File: src/rtl/bram_2p_arbiter_pkg.sv
// Shared types and defaults for the two-client bram_2p arbiter.
package bram_arb_pkg;

    localparam int unsigned ADDR_W_DEF = 10;
    localparam int unsigned DATA_W_DEF = 32;

    localparam int unsigned CLIENT0 = 0;
    localparam int unsigned CLIENT1 = 1;

    typedef enum logic [1:0] {
        StIdle  = 2'd0,
        StLock0 = 2'd1,
        StLock1 = 2'd2
    } arb_state_t;

endpackage

File: src/rtl/bram_2p_arbiter_if.sv
// Client-side bus of the arbiter: per-client read/write requests, grants and lock.
interface bram_2p_arbiter_if #(
    parameter int unsigned ADDR_W = 10,
    parameter int unsigned DATA_W = 32
);
    logic [1:0]          rd_req;
    logic [2*ADDR_W-1:0] rd_addr;
    logic [1:0]          rd_gnt;
    logic [1:0]          rd_valid;
    logic [DATA_W-1:0]   rd_data;
    logic [1:0]          wr_req;
    logic [2*ADDR_W-1:0] wr_addr;
    logic [2*DATA_W-1:0] wr_data;
    logic [1:0]          wr_gnt;
    logic [1:0]          lock;

    modport master (
        output rd_req, rd_addr, wr_req, wr_addr, wr_data, lock,
        input  rd_gnt, rd_valid, rd_data, wr_gnt
    );

    modport slave (
        input  rd_req, rd_addr, wr_req, wr_addr, wr_data, lock,
        output rd_gnt, rd_valid, rd_data, wr_gnt
    );
endinterface

File: src/rtl/bram_2p_arbiter_rr_arb2.sv
// Two-way round-robin arbiter with request mask; pointer moves past the winner
// unless hold is asserted.
module rr_arb2 (
    input  logic       clk,
    input  logic       rst_n,
    input  logic [1:0] req,
    input  logic [1:0] mask,
    input  logic       hold,
    output logic [1:0] gnt
);
    logic       ptr_q, ptr_d;
    logic [1:0] req_m;

    always_comb begin
        req_m = req & mask;
        gnt   = 2'b00;
        if (req_m[ptr_q]) begin
            gnt[ptr_q] = 1'b1;
        end else if (req_m[~ptr_q]) begin
            gnt[~ptr_q] = 1'b1;
        end
    end

    // After a grant to client k the pointer favours the other client.
    always_comb begin
        ptr_d = ptr_q;
        if ((gnt != 2'b00) && !hold) begin
            ptr_d = gnt[0];
        end
    end

    always_ff @(posedge clk) begin
        if (!rst_n) begin
            ptr_q <= 1'b0;
        end else begin
            ptr_q <= ptr_d;
        end
    end
endmodule

File: src/rtl/bram_2p_arbiter.sv
// Shares one bram_2p between two clients: independent round-robin read and write
// ports, per-client lock for exclusive multi-cycle ownership.
module bram_2p_arbiter
    import bram_arb_pkg::*;
#(
    parameter int unsigned ADDR_W = ADDR_W_DEF,
    parameter int unsigned DATA_W = DATA_W_DEF
) (
    input  logic              clk,
    input  logic              rst_n,
    bram_2p_arbiter_if.slave  bus,
    output logic              mem_clk,
    output logic              mem_read_en,
    output logic [ADDR_W-1:0] mem_read_addr,
    input  logic [DATA_W-1:0] mem_read_val,
    output logic              mem_write_en,
    output logic [ADDR_W-1:0] mem_write_addr,
    output logic [DATA_W-1:0] mem_write_val
);
    arb_state_t state_q, state_d;
    logic [1:0] mask;
    logic       hold;
    logic [1:0] rd_gnt, wr_gnt;
    logic [1:0] rd_owner_q;

    rr_arb2 u_rd_arb (
        .clk  (clk),
        .rst_n(rst_n),
        .req  (bus.rd_req),
        .mask (mask),
        .hold (hold),
        .gnt  (rd_gnt)
    );

    rr_arb2 u_wr_arb (
        .clk  (clk),
        .rst_n(rst_n),
        .req  (bus.wr_req),
        .mask (mask),
        .hold (hold),
        .gnt  (wr_gnt)
    );

    always_ff @(posedge clk) begin
        if (!rst_n) begin
            state_q <= StIdle;
        end else begin
            state_q <= state_d;
        end
    end

    // A held lock keeps ownership; otherwise the read grant is checked before the write.
    always_comb begin
        state_d = StIdle;
        if ((state_q == StLock0) && bus.lock[CLIENT0]) begin
            state_d = StLock0;
        end else if ((state_q == StLock1) && bus.lock[CLIENT1]) begin
            state_d = StLock1;
        end else if (rd_gnt[CLIENT0] && bus.lock[CLIENT0]) begin
            state_d = StLock0;
        end else if (rd_gnt[CLIENT1] && bus.lock[CLIENT1]) begin
            state_d = StLock1;
        end else if (wr_gnt[CLIENT0] && bus.lock[CLIENT0]) begin
            state_d = StLock0;
        end else if (wr_gnt[CLIENT1] && bus.lock[CLIENT1]) begin
            state_d = StLock1;
        end
    end

    // A dropped lock releases in the same cycle, so masking only applies while held.
    always_comb begin
        mask = 2'b11;
        hold = 1'b0;
        if (!rst_n) begin
            mask = 2'b00;
        end else begin
            unique case (state_q)
                StLock0: begin
                    if (bus.lock[CLIENT0]) begin
                        mask = 2'b01;
                        hold = 1'b1;
                    end
                end
                StLock1: begin
                    if (bus.lock[CLIENT1]) begin
                        mask = 2'b10;
                        hold = 1'b1;
                    end
                end
                default: ;
            endcase
        end
    end

    always_ff @(posedge clk) begin
        if (!rst_n) begin
            rd_owner_q <= 2'b00;
        end else begin
            rd_owner_q <= rd_gnt;
        end
    end

    always_comb begin
        mem_read_addr  = '0;
        mem_write_addr = '0;
        mem_write_val  = '0;
        unique case (rd_gnt)
            2'b01:   mem_read_addr = bus.rd_addr[ADDR_W-1:0];
            2'b10:   mem_read_addr = bus.rd_addr[2*ADDR_W-1:ADDR_W];
            default: ;
        endcase
        unique case (wr_gnt)
            2'b01: begin
                mem_write_addr = bus.wr_addr[ADDR_W-1:0];
                mem_write_val  = bus.wr_data[DATA_W-1:0];
            end
            2'b10: begin
                mem_write_addr = bus.wr_addr[2*ADDR_W-1:ADDR_W];
                mem_write_val  = bus.wr_data[2*DATA_W-1:DATA_W];
            end
            default: ;
        endcase
    end

    assign mem_clk      = clk;
    assign mem_read_en  = |rd_gnt;
    assign mem_write_en = |wr_gnt;
    assign bus.rd_gnt   = rd_gnt;
    assign bus.wr_gnt   = wr_gnt;
    // Gated so a read pending when reset asserts never shows as valid.
    assign bus.rd_valid = rd_owner_q & {2{rst_n}};
    assign bus.rd_data  = mem_read_val;
endmodule

File: src/flat_wrapper.sv
// flat-port wrapper written by rule: the top's interface ports become plain ports
module bram_2p_arbiter_flat import bram_arb_pkg::*;
#(
    parameter int unsigned ADDR_W = ADDR_W_DEF,
    parameter int unsigned DATA_W = DATA_W_DEF
)
  (clk, rst_n, mem_clk, mem_read_en, mem_read_addr, mem_read_val, mem_write_en, mem_write_addr, mem_write_val, bus_rd_req, bus_rd_addr, bus_wr_req, bus_wr_addr, bus_wr_data, bus_lock, bus_rd_gnt, bus_rd_valid, bus_rd_data, bus_wr_gnt);
  bram_2p_arbiter_if #(.ADDR_W(ADDR_W), .DATA_W(DATA_W)) bus_i ();
  input  logic clk;
  input  logic rst_n;
  output logic mem_clk;
  output logic mem_read_en;
  output logic [ADDR_W-1:0] mem_read_addr;
  input  logic [DATA_W-1:0] mem_read_val;
  output logic mem_write_en;
  output logic [ADDR_W-1:0] mem_write_addr;
  output logic [DATA_W-1:0] mem_write_val;
  input wire logic [$bits(bus_i.rd_req)-1:0] bus_rd_req;
  input wire logic [$bits(bus_i.rd_addr)-1:0] bus_rd_addr;
  input wire logic [$bits(bus_i.wr_req)-1:0] bus_wr_req;
  input wire logic [$bits(bus_i.wr_addr)-1:0] bus_wr_addr;
  input wire logic [$bits(bus_i.wr_data)-1:0] bus_wr_data;
  input wire logic [$bits(bus_i.lock)-1:0] bus_lock;
  output wire logic [$bits(bus_i.rd_gnt)-1:0] bus_rd_gnt;
  output wire logic [$bits(bus_i.rd_valid)-1:0] bus_rd_valid;
  output wire logic [$bits(bus_i.rd_data)-1:0] bus_rd_data;
  output wire logic [$bits(bus_i.wr_gnt)-1:0] bus_wr_gnt;
  assign bus_i.rd_req = bus_rd_req;
  assign bus_i.rd_addr = bus_rd_addr;
  assign bus_i.wr_req = bus_wr_req;
  assign bus_i.wr_addr = bus_wr_addr;
  assign bus_i.wr_data = bus_wr_data;
  assign bus_i.lock = bus_lock;
  assign bus_rd_gnt = bus_i.rd_gnt;
  assign bus_rd_valid = bus_i.rd_valid;
  assign bus_rd_data = bus_i.rd_data;
  assign bus_wr_gnt = bus_i.wr_gnt;
  bram_2p_arbiter #(.ADDR_W(ADDR_W), .DATA_W(DATA_W)) u_core (.clk(clk), .rst_n(rst_n), .bus(bus_i), .mem_clk(mem_clk), .mem_read_en(mem_read_en), .mem_read_addr(mem_read_addr), .mem_read_val(mem_read_val), .mem_write_en(mem_write_en), .mem_write_addr(mem_write_addr), .mem_write_val(mem_write_val));
endmodule
File: config.mk
export PLATFORM = sky130hd
export DESIGN_NAME = bram_2p_arbiter_flat
export DESIGN_NICKNAME = d
export VERILOG_FILES = /design/src/rtl/bram_2p_arbiter_pkg.sv /design/src/rtl/bram_2p_arbiter_if.sv /design/src/rtl/bram_2p_arbiter_rr_arb2.sv /design/src/rtl/bram_2p_arbiter.sv /design/src/flat_wrapper.sv
export SDC_FILE = /design/constraint.sdc
export NUM_CORES = 1
export LEC_CHECK = 0
export BUFFER_PORTS_ARGS = -buffer_cell sky130_fd_sc_hd__buf_2
export CORE_AREA = 2 2 91 93
export CTS_CLUSTER_SIZE = 24
export DETAILED_ROUTE_END_ITERATION = 7
export DIE_AREA = 0 0 93 95
export GPL_TIMING_DRIVEN = 0
export HOLD_SLACK_MARGIN = 0.03
export PLACE_DENSITY = 0.57
export REMOVE_ABC_BUFFERS = 1
export SLEW_MARGIN = 5
export SYNTH_ARGS = -nofsm -noshare
export SYNTH_HDL_FRONTEND = slang
export SYNTH_SLANG_ARGS = --single-unit
export TNS_END_PERCENT = 5
File: constraint.sdc
create_clock -name clk -period 2.9 [get_ports clk]
set_input_delay 0.145 -clock clk [delete_from_list [all_inputs] [get_ports clk]]
set_output_delay 0.145 -clock clk [all_outputs]
set_load 0.01 [all_outputs]
Word level (Yosys, flattened, before mapping)
Cells that the tools add are included.
Word-level totals
  register bits: 6
  logic and storage cells: 80
  input port bits: 144
Cells by class
  muxes and demuxes: 37
  $lt $le $gt $ge: 8
  equal/unequal tests: 6
  bitwise logic cells: 6
  reduce and logical (&&, ||, !) cells: 18
Operators with widths (number)
  $pmux 32 s2: 1
  $pmux 10 s2: 2
  $mux 2: 11
  $mux 1: 17
  $logic_and 1x1->1: 12
  $lt 1x2->1 const B: 4
  $and 2x2->2: 3
  $eq 2x1->1 const B: 3
  $eq 2x2->1 const B: 3
  $reduce_or 2->1: 3
  $demux 1 s1: 4
  $ge 1x1->1 const B: 4
  $pmux 2 s2: 1
  $reduce_bool 2->1: 2
  $not 1->1: 3
  $pmux 1 s2: 1
  $logic_not 1->1: 1

Longest topological paths before layout
Gate-level depths: netlist of the first run.
  depth in word-level cells: 15
  depth in mapped cells: 11
  depth with buffers taken out: 9

By module
Synthesis of the first run repeated with hierarchy kept, for this count alone.
Unflattened totals
  cell total of the unflattened synthesis: 206
  area total of the unflattened synthesis: 1517.7 um2
Modules (own cells, without submodules)
  bram_2p_arbiter: sequential area each 80.1 um2, area an instance 1377.6 um2, times used 1, cells an instance 190
  rr_arb2: sequential area each 20.0 um2, area an instance 70.1 um2, times used 2, cells an instance 8

==> results.md, run 1 <==
* Largest net degree at the start of global routing at 43
* Layout cells sized above 1 at 56.1%
* Fin crit share at 96.3%
* Post-synth EDFFs at 0
* Synth Area in Simple Gates at 20.9%
* Commonest non-fill, non-tap cell in the layout: buf_2
* CTS tree: done
* Setup TNS at 0 ns
* Final ANT Viol Nets at 0
* Post-synthesis adder-cell area fraction at 7.02%
* Fmax at between 0.3 and 0.4 GHz
* Slew @ Worst Pin at 0.424 ns
* Power, Total at ~0.73 mW
* Fin. max-slew vios at 0
* Max-cap violations at 0
* Initial Util at 18.0%
* Critical path class: flop to output port
* Reg2reg path depth at 8
* Highest-delay cell along the critical path: dfxtp_1
* Antenna violations before repair at 0
* Final nets at 500
* RePlAce Congestion at between 0.7 and 0.8
* Worst skew pair latency at about 0.33 ns
* CP cell instances: inv_1, ha_4, nor2_2, a21oi_2, a21o_1, inv_1, ha_4, buf_4, a22oi_1, nor2_1, buf_2
* Pre-antenna DRT Iters at 4
* Skew final at 0.00295 ns
* Via Count at between 2000 and 2500
* PD cells at 319 nW/um2
* Worst path required time at 2.76 ns
* Die ar. at 8840 um2
* Post-synth ARST share at 0%
* Largest family of logic cells by synthesized area: compound AO/OA/AOI/OAI gates
* Main flop type after synthesis: dfxtp_1
* Drt initial violations at 83
* Layout area overhead at 60.4%
* Register area at 120 um2
* Post-Synthesis Cells at around 220
* Worst path bufs/invs at 4
* Worst setup margin at roughly 0.11 ns
* First-pass GRT wire length at 8940 um
* Yosys reg bits at 6
* Multi-input gate area at 1010 um2
* Total congestion overflow at 0
* Most frequent cells in the layout: 172 x buf_2, 52 x a22oi_1, 52 x nor2_1
* Worst setup EP type: output port
* GRT Total Usage at 13.1%
* Startpoint Class: flop
* Final hold violation count at 0
* Drt total wl at 7240 um
* Clock slew at reported path FFs at 0.04 ns
* DP HPWL at 5330 um
* XOR/XNOR Fraction of Synth Area at 0%
* DRC Markers at 0
* Final Cell Area at roughly 2300 um2
* Max VDD drop at 0.000339 V
* Hold depth at 2
* # diodes at 0
* Mapped cell area at about 1400 um2
* Dpl ws at -0.0560 ns
* Complex-gate fraction of the synthesized area at 38.9%
* Register area share after synthesis at 8.42%
* DP Area at 2100 um2
* Setup-failing EPs final at 0
* Leakage at 1.22 nW
* Filler Cells Inserted at ~900
* Synth area leader: a22oi_1
* Top post-synthesis cells by area: a22oi_1 27%, buf_4 18%, nor2_1 14%
* Core Area at approximately 7900 um2
* Critical Path Fanout Max at 12
* Row cnt at 33
* Slew Limit Headroom at 71.6%
* Proportion of synthesized area in mux cells at 0%
* Number of I/O pins at 237
* Routed vias/inst at 4.55
* Critical path depth at 11
* Drt wl/cell at ~16 um
* Vias in the first global route at 1592
* Hold slack at 0.125 ns
* PortBufs at 172
* Min-Delay Path Class: input port to flop
* Yosys top cell area share at 27.4%
* Post-Syn Area per Cell at 6.63 um2
* Distinct cells, synth at 27
* Tmin final at around 2.8 ns
* Crit-path max cell delay at between 0.3 and 0.4 ns
* Ys Warns at 0
* Die Span Y at around 95 um
* Cell family with most CP delay: buffers and inverters
* Run status: complete, no violations
* Die W at between 90 and 100 um
* Worst Path Arrival at 2.65 ns
[sequential cells by signal (all words and copies together), names as in the netlist]
| register | cells |
|---|---|
| u_core.rd_owner_q | 2 |
| u_core.state_q | 2 |
| u_core.u_rd_arb.ptr_q | 1 |
| u_core.u_wr_arb.ptr_q | 1 |
[path summary, 6_finish.rpt]
kind / start / end / slack (ns)
worst max-delay path: u_core.state_q[0] / mem_write_addr[3] / 0.11
worst min-delay path: bus_lock[1] / u_core.state_q[1] / 0.12
worst max register to register: u_core.state_q[0] / u_core.state_q[1] / 0.90
worst min register to register: u_core.u_wr_arb.ptr_q / u_core.u_wr_arb.ptr_q / 0.52
[what timing repair did]
item / 4_1_cts / 5_1_grt
endpoints found under the setup margin: 42 / 42
pin swaps: 0 / 2
gates resized for setup: 4 / 4
hold buffers: 0 / 0
setup buffers: 2 / 4
[worst reg2reg max path: stages, from the launching register on]
cell and delay (ns):
dfxtp_1 0.34, inv_1 0.09, ha_4 0.28, nor2_2 0.17
a21oi_2 0.11, a21o_1 0.22, buf_4 0.15, o311a_1 0.37
o2111a_1 0.15
[layer usage]
| layer | wire length (um) | vias up | track usage (%) |
|---|---|---|---|
| met3 | 921 | 4 | 8.38 |
| met1 | 2990 | 936 | 17.9 |
| met2 | 3260 | 122 | 16.5 |
| li1 | - | 987 | - |
| met5 | 50 | - | 7.14 |
| met4 | 17 | 2 | 2.57 |
[cells in the mapped netlist, types with 3 or more instances]
library cell,n
a21oi_1,4
a22oi_1,52
buf_4,34
clkbuf_1,17
dfxtp_1,6
ha_1,8
inv_1,7
nand2_1,7
nand2b_1,4
nor2_1,52
nor2b_1,3
o21ai_0,3
[kinds of logic (layout without fill, tap and decap cells)]
| logic type | after synthesis | count (layout) |
|---|---|---|
| adder cells (fa/ha/maj) | 8 | 8 |
| flip-flops | 6 | 6 |
| AO/OA/AOI/OAI | 71 | 71 |
| buffers and inverters | 60 | 191 |
| AND/OR/NAND/NOR | 70 | 70 |
[layout make-up]
class | count | area share, %
multi-input cells | 149 | 44.0
clock buffers | 7 | 3.83
well taps | 105 | 5.74
inverters | 7 | 1.15
flip-flops and latches | 6 | 5.25
repair buffers | 177 | 40.0
[report_power, final]
| part | leakage, nW | switching, mW | total [mW] | internal [mW] |
|---|---|---|---|---|
| Sequential | 0.0494 | 0.00634 | 0.0963 | 0.0899 |
| Clock | 0.0471 | 0.0687 | 0.255 | 0.187 |
| Combinational | 1.12 | 0.206 | 0.379 | 0.173 |
[stage by stage]
step	instances	util (%)
6_report	451	28.9
5_1_grt	451	28.9
4_1_cts	447	28.0
3_5_place_dp	439	26.4
3_3_place_gp	439	26.4
2_1_floorplan	162	-
Note: power is estimated with default switching activity, not from simulation.
==> inputs of run 2 (changes only) <==
GPL_TIMING_DRIVEN = default   (was 0)
==> results.md, run 2 (synthesis gave the netlist of run 1 again) <==
* Run status: complete, no violations
* Setup-failing EPs final at 0
* Via Count at between 2000 and 2500
* Post CTS Setup Buffer Count at 0
* Top cell by count, worst path: inv_1
* Net Switching at approximately 0.27 mW
* Final ANT Viol Nets at 0
* Tmin final at 2.71 ns
* First-pass GRT wire length at 8850 um
* Worst setup EP type: output port
* # resized after CTS at 2
* GRT Total Usage at 12.9%
* Commonest non-fill, non-tap cell in the layout: buf_2
* CP cell instances: inv_1, ha_2, o311ai_4, a21o_1, inv_1, ha_1, buf_6, a22oi_1, nor2_1, buf_2
* Layout area overhead at 57.2%
* Die Span Y at ~95 um
* Most frequent cells in the layout: 172 x buf_2, 52 x nor2_1, 50 x a22oi_1
* Setup TNS at 0 ns
* Number of I/O pins at about 240
* Antenna violations before repair at 0
* Max VDD drop at 0.000358 V
* Leakage at 1.20 nW
* Min-Delay Path Class: input port to flop
* CTS tree: done
* Slew @ Worst Pin at 0.401 ns
* Die ar. at 8840 um2
* Highest-delay cell along the critical path: o311ai_4
* Critical path class: flop to output port
* Max-cap violations at 0
* Largest net degree at the start of global routing at between 40 and 50
* Crit-path max cell delay at 0.36 ns
* Slew Limit Headroom at 73.2%
* Core Area at 7930 um2
* Worst path required time at 2.76 ns
* Clock slew at reported path FFs at 0.04 ns
* Fin crit share at 93.4%
* Drt initial violations at 75
* Sw Share at 38.3%
* Cell family with most CP delay: compound AO/OA/AOI/OAI gates
* DP HPWL at 5420 um
* Fmax at between 0.3 and 0.4 GHz
* Sequential Power Share at 13.5%
* Total congestion overflow at 0
* Hold Buf Count CTS at 0
* Drt wl/cell at 15.0 um
* DRC Markers at 0
* Worst Path Arrival at between 2 and 3 ns
* Comb power frac at between 50% and 60%
* RSZ-0062 raised after global routing: false
* Startpoint Class: flop
* Die W at 93 um
* Pre-antenna DRT Iters at 4
* Fin. max-slew vios at 0
* Routed vias/inst at 4.54
* Worst skew pair latency at roughly 0.33 ns
* Final hold violation count at 0
* R2r setup slk at ~0.98 ns
* PortBufs at about 170
* PD cells at 316 nW/um2
* # diodes at 0
* Worst setup margin at 0.192 ns
* Final nets at 497
* Clock Power Share at 36.1%
* Filler Cells Inserted at 901
* Layout cells sized above 1 at 55.4%
* Skew final at 0.00407 ns
* Dpl ws at between 0.3 and 0.4 ns
* Largest regs: u_core.rd_owner_q x2, u_core.state_q x2
* Initial Util at 18.0%
* Vias in the first global route at 1636
* Drt total wl at roughly 6700 um
* Row cnt at 33
* Critical Path Fanout Max at 42
* RePlAce Congestion at 0.781
* Pint at 0.437 mW
* Worst path bufs/invs at 4
-- run 2: cell count changes in the layout (fill, tap and decap cells not counted), sizes merged --
cell / change
buf: -3
-- run 2: area by class of cell --
| cell class | instances | area, um2 | area share [%] |
|---|---|---|---|
| flip-flops and latches | 6 | 120 | 5.36 |
| well taps | 105 | 131 | 5.86 |
| repair buffers | 174 | 898 | 40.1 |
| multi-input cells | 149 | 978 | 43.6 |
| inverters | 7 | 26.3 | 1.17 |
| clock buffers | 7 | 87.6 | 3.91 |
-- run 2: path summary, 6_finish.rpt --
kind	from	cells past startpoint	to
max	u_core.state_q[0]	10	mem_write_val[10]
min	bus_lock[1]	2	u_core.state_q[1]
max reg2reg	u_core.state_q[0]	7	u_core.state_q[1]
min reg2reg	u_core.u_wr_arb.ptr_q	1	u_core.u_wr_arb.ptr_q
-- run 2: power by group through the flow --
stage | Combinational, mW | Clock (mW) | Sequential [mW]
finish | 0.358 | 0.256 | 0.0959
global route | 0.395 | 0.277 | 0.0964
CTS | 0.349 | 0.264 | 0.0955
detailed placement | 0.345 | 0.0208 | 0.0966
global placement | 0.342 | 0.0208 | 0.0967
floorplan | 0.182 | 0 | 0.0955
-- run 2: per-stage QoR --
stage               cell area (um2)  util [%]  instances  power, mW  hold WS [ns]
floorplan                      1100         -        162      0.277         0.145
global placement               2130      26.8        442      0.460         0.246
detailed placement             2130      26.8        442      0.462         0.246
CTS                            2220      28.0        448      0.709         0.116
global route                   2240      28.3        448      0.769         0.117
finish                         2240      28.3        448      0.709         0.120
-- run 2: per-layer routing --
layer	part of all wire, %	up-vias	global-route usage (%)
met5	0.74	-	7.14
met4	0.54	2	3.43
met3	12	6	8.22
met2	43	120	16.3
met1	43	924	17.2
li1	-	982	-
